**src/rtl/alarm_clock_multi.sv**
```systemverilog
// alarm_clock_multi: seconds/minutes/hours time-of-day counter with a
// clock-to-seconds prescaler, synchronous time preset, NUM_ALARMS
// programmable alarm slots and a ringing/snooze/acknowledge state machine.
//
// Ports:
//   clk_i, reset_ni             system clock (rising edge), async active-low reset
//   load_i, load_*_i            synchronous time preset (out-of-range fields load 0)
//   alarm_wr_i, alarm_idx_i,
//   alarm_wr_en_i, alarm_wr_*_i slot write: enable + hh:mm:ss of slot alarm_idx_i
//   ack_i, snooze_i             user acknowledge / snooze buttons
//   hours_o, minutes_o,
//   seconds_o                   current time
//   tick_o                      one-cycle pulse per second tick
//   alarm_o                     high while ringing
//   alarm_hit_o                 sticky per-slot match flags
//
// state    | meaning
// ---------+--------------------------------------------------
// IDLE     | not ringing, waiting for a slot match
// RINGING  | alarm_o high; optional auto-stop after RING_TICKS
// SNOOZE   | silent, counting down SNOOZE_TICKS before re-ring
module alarm_clock_multi #(
  parameter int SEC_MOD      = 60,
  parameter int MIN_MOD      = 60,
  parameter int HR_MOD       = 24,
  parameter int SEC_W        = 6,
  parameter int MIN_W        = 6,
  parameter int HR_W         = 5,
  parameter int TICK_DIV     = 1,
  parameter int NUM_ALARMS   = 2,
  parameter int SNOOZE_TICKS = 5,
  parameter int RING_TICKS   = 0,
  localparam int IDX_W       = (NUM_ALARMS > 1) ? $clog2(NUM_ALARMS) : 1
) (
  input  logic                  clk_i,
  input  logic                  reset_ni,
  input  logic                  load_i,
  input  logic [HR_W-1:0]       load_hours_i,
  input  logic [MIN_W-1:0]      load_minutes_i,
  input  logic [SEC_W-1:0]      load_seconds_i,
  input  logic                  alarm_wr_i,
  input  logic [IDX_W-1:0]      alarm_idx_i,
  input  logic                  alarm_wr_en_i,
  input  logic [HR_W-1:0]       alarm_wr_hours_i,
  input  logic [MIN_W-1:0]      alarm_wr_minutes_i,
  input  logic [SEC_W-1:0]      alarm_wr_seconds_i,
  input  logic                  ack_i,
  input  logic                  snooze_i,
  output logic [HR_W-1:0]       hours_o,
  output logic [MIN_W-1:0]      minutes_o,
  output logic [SEC_W-1:0]      seconds_o,
  output logic                  tick_o,
  output logic                  alarm_o,
  output logic [NUM_ALARMS-1:0] alarm_hit_o
);

  localparam int PW = (TICK_DIV > 1) ? $clog2(TICK_DIV) : 1;
  localparam int SW = $clog2(SNOOZE_TICKS + 1);
  localparam int RW = (RING_TICKS > 1) ? $clog2(RING_TICKS) : 1;

  typedef enum logic [1:0] {ST_IDLE, ST_RINGING, ST_SNOOZE} state_e;

  logic [PW-1:0]    pre_q, pre_d;
  logic             tick_q, tick_d;
  logic [SEC_W-1:0] sec_q, sec_d, sec_n;
  logic [MIN_W-1:0] min_q, min_d, min_n;
  logic [HR_W-1:0]  hr_q, hr_d, hr_n;
  logic             wrap, adv;

  logic [NUM_ALARMS-1:0]            slot_en_q;
  logic [NUM_ALARMS-1:0][HR_W-1:0]  slot_hr_q;
  logic [NUM_ALARMS-1:0][MIN_W-1:0] slot_min_q;
  logic [NUM_ALARMS-1:0][SEC_W-1:0] slot_sec_q;
  logic [NUM_ALARMS-1:0]            match;

  state_e                state_q, state_d;
  logic [NUM_ALARMS-1:0] hit_q, hit_d;
  logic [RW-1:0]         ring_q, ring_d;
  logic [SW-1:0]         snz_q, snz_d;

  // Incremented time; only committed on a tick, but also used for matching
  // so the alarm rises on the same edge the display shows the alarm time.
  always_comb begin
    wrap  = (pre_q == PW'(TICK_DIV - 1));
    adv   = wrap && !load_i;
    sec_n = sec_q + 1'b1;
    min_n = min_q;
    hr_n  = hr_q;
    if (sec_q == SEC_W'(SEC_MOD - 1)) begin
      sec_n = '0;
      min_n = min_q + 1'b1;
      if (min_q == MIN_W'(MIN_MOD - 1)) begin
        min_n = '0;
        hr_n  = (hr_q == HR_W'(HR_MOD - 1)) ? '0 : hr_q + 1'b1;
      end
    end
  end

  always_comb begin
    pre_d  = wrap ? '0 : pre_q + 1'b1;
    tick_d = wrap;
    sec_d  = sec_q;
    min_d  = min_q;
    hr_d   = hr_q;
    if (load_i) begin
      pre_d  = '0;
      tick_d = 1'b0;
      sec_d  = (int'(load_seconds_i) >= SEC_MOD) ? '0 : load_seconds_i;
      min_d  = (int'(load_minutes_i) >= MIN_MOD) ? '0 : load_minutes_i;
      hr_d   = (int'(load_hours_i)   >= HR_MOD)  ? '0 : load_hours_i;
    end else if (wrap) begin
      sec_d = sec_n;
      min_d = min_n;
      hr_d  = hr_n;
    end
  end

  always_comb begin
    match = '0;
    for (int i = 0; i < NUM_ALARMS; i++) begin
      match[i] = adv && slot_en_q[i] && (slot_hr_q[i] == hr_n) &&
                 (slot_min_q[i] == min_n) && (slot_sec_q[i] == sec_n);
    end
  end

  always_comb begin
    state_d = state_q;
    hit_d   = hit_q;
    ring_d  = ring_q;
    snz_d   = snz_q;
    unique case (state_q)
      ST_IDLE: begin
        if (ack_i) hit_d = '0;
        if (|match) begin
          state_d = ST_RINGING;
          ring_d  = '0;
        end
      end
      ST_RINGING: begin
        if (ack_i) begin
          state_d = ST_IDLE;
          hit_d   = '0;
        end else if (|match) begin
          ring_d = '0;
        end else if (snooze_i) begin
          state_d = ST_SNOOZE;
          snz_d   = SW'(SNOOZE_TICKS);
        end else if (RING_TICKS > 0 && adv) begin
          if (int'(ring_q) == RING_TICKS - 1) state_d = ST_IDLE;
          else                                ring_d  = ring_q + 1'b1;
        end
      end
      ST_SNOOZE: begin
        if (ack_i) begin
          state_d = ST_IDLE;
          hit_d   = '0;
        end else if (|match) begin
          state_d = ST_RINGING;
          ring_d  = '0;
        end else if (adv) begin
          if (snz_q == SW'(1)) begin
            state_d = ST_RINGING;
            ring_d  = '0;
          end
          snz_d = snz_q - 1'b1;
        end
      end
      default: state_d = ST_IDLE;
    endcase
    // A match is recorded even when a same-cycle ack clears the flags.
    hit_d = hit_d | match;
  end

  always_ff @(posedge clk_i or negedge reset_ni) begin
    if (!reset_ni) begin
      pre_q   <= '0;
      tick_q  <= 1'b0;
      sec_q   <= '0;
      min_q   <= '0;
      hr_q    <= '0;
      state_q <= ST_IDLE;
      hit_q   <= '0;
      ring_q  <= '0;
      snz_q   <= '0;
    end else begin
      pre_q   <= pre_d;
      tick_q  <= tick_d;
      sec_q   <= sec_d;
      min_q   <= min_d;
      hr_q    <= hr_d;
      state_q <= state_d;
      hit_q   <= hit_d;
      ring_q  <= ring_d;
      snz_q   <= snz_d;
    end
  end

  always_ff @(posedge clk_i or negedge reset_ni) begin
    if (!reset_ni) begin
      slot_en_q  <= '0;
      slot_hr_q  <= '0;
      slot_min_q <= '0;
      slot_sec_q <= '0;
    end else if (alarm_wr_i && (int'(alarm_idx_i) < NUM_ALARMS)) begin
      slot_en_q[alarm_idx_i]  <= alarm_wr_en_i;
      slot_hr_q[alarm_idx_i]  <= alarm_wr_hours_i;
      slot_min_q[alarm_idx_i] <= alarm_wr_minutes_i;
      slot_sec_q[alarm_idx_i] <= alarm_wr_seconds_i;
    end
  end

  assign hours_o     = hr_q;
  assign minutes_o   = min_q;
  assign seconds_o   = sec_q;
  assign tick_o      = tick_q;
  assign alarm_o     = (state_q == ST_RINGING);
  assign alarm_hit_o = hit_q;

endmodule

```
**config.mk**
```make
export PLATFORM = sky130hd
export DESIGN_NAME = alarm_clock_multi
export DESIGN_NICKNAME = d
export VERILOG_FILES = /design/src/rtl/alarm_clock_multi.sv
export SDC_FILE = /design/constraint.sdc
export NUM_CORES = 1
export LEC_CHECK = 0
export CAP_MARGIN = 10
export CELL_PAD_IN_SITES_DETAIL_PLACEMENT = 1
export CELL_PAD_IN_SITES_GLOBAL_PLACEMENT = 2
export CORE_ASPECT_RATIO = 1.4
export CORE_MARGIN = 5
export CORE_UTILIZATION = 32
export CTS_BUF_LIST = sky130_fd_sc_hd__clkbuf_8
export DETAILED_ROUTE_END_ITERATION = 8
export HOLD_SLACK_MARGIN = 0.08
export PLACE_DENSITY_LB_ADDON = 0.3
export SETUP_SLACK_MARGIN = 0.02
export SLEW_MARGIN = 25
export SYNTH_ARGS = -nofsm -noshare
export SYNTH_HDL_FRONTEND = slang
export SYNTH_SLANG_ARGS = --single-unit
```
**constraint.sdc**
```tcl
create_clock -name clk_i -period 3 [get_ports clk_i]
set_clock_uncertainty 0.05 [all_clocks]
set_input_delay 0.3 -clock clk_i [delete_from_list [all_inputs] [get_ports clk_i]]
set_output_delay 0.3 -clock clk_i [all_outputs]
set_load 0.02 [all_outputs]
```
==> metrics.txt <==
final wirelength 13,700 um; RSZ-0062 raised after global routing true; Crit Reg-Reg Endpoint snz_q[2]$_DFFE_PN0P_; CTS Sinks 61; post-DR vias/cell 5.47; Finished Cell Area 0.00552 mm2; area of the mapped netlist 0.00384 mm2; Clk Tree Root Cell clkbuf_8; R2R Path Start minutes_o[2]$_DFF_PN0_; placed instance area 0.00497 mm2; period utilization 98.5%; CTS tree built; crit path max-delay cell type or4_4; Tot GR Track Use 19.9%; Post-DP HPWL 10,500 um; Antenna Cells 0; post-synthesis area per instance 9.99 um2; required time of the critical path 3230 ps; fmax 338 MHz; Crit path top cell by count buf_6; CP peak stage delay 430 ps; CTS HTree Levels 3; fin worst setup slack 44.4 ps; IO Count 63; PortBufs 62; Hold Path Depth 1; Initial Util 32.5%; crit path launch minutes_o[2]$_DFF_PN0_; Post-synth EDFFs 0; post-route antenna net violation count 0; clk slew on worst S/H paths 70 ps; GRT overflow 0; Fill cells 1,321; layout cells sized above 1 32.1%; Crit Path Category reg -> reg; CTS Buf Count 9; final setup vio count 0; num rows 47; DRT iter0 DRCs 144; Core Footprint 0.0118 mm2; top_reg_cell synth dfrtp_1; Cell variety after synth 70; Post-layout nets 556; final RePlAce weighted congestion 0.907; Critical Path Sink Type flip-flop; minimum clock period after layout 2960 ps; Die W 103 um; Cells after Synth 384; Hold Crit Start alarm_hit_o[0]$_DFF_PN0_; fraction of registers with async set/reset 100%; leakage power 2.23 nW; #FFs+latches synth 61; antenna violations before repair 0; CTS max path bufs 2; hold crit path type reg -> reg; total iterations of the first detailed-routing run 4; vias in the first global route 4,019; first-pass GRT wire length 21,700 um; Synthesis Warnings 0; worst-path cell chain nand4b_1 -> buf_6 -> buf_6 -> or4_4 -> buf_6 -> xor2_1 -> o21ai_1 -> or3_4 -> nor4_4 -> buf_4 -> nor4b_4 -> and4_4 -> nor3_2; Die Area 0.0143 mm2; Remaining DRCs 0; clk_lat worst skew 360 ps; synth-to-layout area growth 43.7%; PwrDens 488 mW/mm2; WL/cell 20.8 um; Place WS -197 ps; run status complete, no violations; Seq/Total Area, Yosys 39.8%; crit start category flip-flop; Die H 140 um; Max VDD drop 0.238 mV; register-to-register setup slack 40 ps; Vias 3,616; final slew viol count 0; Arrival @ worst endpoint 3180 ps; largest fanout on the critical path 5; R2R depth 13; largest net degree at the start of global routing 62; Least-Margin Pin Slew 807 ps; Hold Crit Endpoint alarm_hit_o[0]$_DFF_PN0_; Synth Net Count 431; final hold vios 0; total of max-cap violations 0; Slew HR 46.2%
-- registers in the layout, indices dropped and copies added (netlist names) --
name,count
minutes_o,6
snz_q,3
slot_sec_q,12
seconds_o,6
tick_o,1
slot_en_q,2
state_q,2
alarm_hit_o,2
slot_hr_q,10
hours_o,5
slot_min_q,12
-- worst max-delay path: cells and delay by family (launching register included) --
family	cells	cell delay (ps)
DFF	1	380
buffers and inverters	4	590
and+or+nand+nor	7	1630
AOI/OAI and AO/OA	1	70
xor gates and xnor gates	1	130
-- synthesized netlist by cell type, types with 3 or more instances --
library cell | instances | share of area (%)
inv_1 | 9 | 0.88
nor2_1 | 20 | 2.0
a221o_1 | 3 | 0.78
o2111ai_1 | 3 | 0.68
nand4b_1 | 3 | 0.68
o22ai_1 | 3 | 0.49
xor2_1 | 11 | 2.5
or3_1 | 6 | 0.98
o31ai_1 | 3 | 0.59
nand2_1 | 32 | 3.1
a21oi_1 | 14 | 1.8
nand3_1 | 8 | 1.0
o21ai_0 | 22 | 2.9
nor3_1 | 14 | 1.8
dfrtp_1 | 61 | 40
buf_2 | 8 | 1.0
o211ai_1 | 6 | 1.2
nor2b_1 | 11 | 1.8
a41oi_1 | 3 | 0.68
nand3b_1 | 4 | 0.78
clkbuf_1 | 7 | 0.68
mux2i_1 | 8 | 2.1
xnor2_1 | 11 | 2.5
a2111oi_0 | 3 | 0.68
ha_1 | 5 | 1.6
mux2_2 | 36 | 11
a22o_1 | 3 | 0.68
nand2b_1 | 4 | 0.65
and4b_1 | 4 | 1.0
nor4_1 | 3 | 0.49
nand4_1 | 6 | 0.98
-- where the power goes --
group          switching [W]  internal (W)  total [W]
logic               0.000401      0.000401   0.000802
registers           0.000123      0.000924    0.00105
clock network       0.000371      0.000470   0.000841
total               0.000895       0.00179    0.00269
-- stage by stage --
step	TNS, ps	utilization, %	hold slack, ps	cells	power [W]
2_1_floorplan	0	-	-45.6	384	0.00144
3_3_place_gp	-127	42.1	412	631	0.00178
3_5_place_dp	-451	42.1	422	631	0.00181
4_1_cts	0	44.7	439	650	0.00267
5_1_grt	-46.8	46.7	460	661	0.00284
6_report	0	46.7	437	661	0.00269
-- placed cells by master (no fill, tap or decap), drive strengths merged, types with 6 or more instances in the layout --
master and count:
o211ai 7, a21oi 14, nor2b 11, o21ai 24
nand4 6, clkbuf 9, dfrtp 61, nor2 21
xnor2 11, clkdlybuf4s50 61, buf 70, mux2i 8
mux2 37, xor2 11, nand2 32, nand3 9
inv 10, nor3 15, or3 7
-- layout make-up --
class	count	area [um2]	area share, %
Inverter	9	33.8	0.613
Multi-Input combinational cell	296	2370	43.0
Clock buffer	9	124	2.25
Clock inverter	7	98.8	1.79
Sequential cell	61	1530	27.7
Timing Repair Buffer	132	1170	21.3
Tap cell	147	184	3.33
-- cell families (layout without fill, tap and decap cells) --
group,after synthesis,after routing,share of synthesized area (%)
AO/OA/AOI/OAI,90,90,16.8
flip-flops,61,61,39.8
adder cells (fa/ha/maj),5,5,1.63
buffers and inverters,27,157,3.20
XOR/XNOR,22,22,5.02
AND/OR/NAND/NOR,134,134,20.6
multiplexers,45,45,12.9
-- layer usage --
layer	vias up	GRT usage, %	share of wire (%)
met5	-	0	0
met4	0	6.77	2.0
met3	19	4.21	2.9
met2	67	35.9	56
met1	1834	22.7	39
li1	1696	-	-
-- how the worst max path moves through the flow --
stage / endpoint / cells after the start
floorplan: snz_q[2]$_DFFE_PN0P_ / 10
global placement: snz_q[2]$_DFFE_PN0P_ / 11
detailed placement: snz_q[2]$_DFFE_PN0P_ / 11
CTS: snz_q[2]$_DFFE_PN0P_ / 12
global route: snz_q[2]$_DFFE_PN0P_ / 13
finish: snz_q[2]$_DFFE_PN0P_ / 13
-- timing repair --
action / CTS / global route
endpoints found under the setup margin: 6 / 4
hold buffers: 1 / 0
gates resized for setup: 14 / 33
hold endpoints to repair: 5 / 0
setup buffers: 2 / 11
pin swaps: 3 / 10
Power figures use the tool's default switching activity.
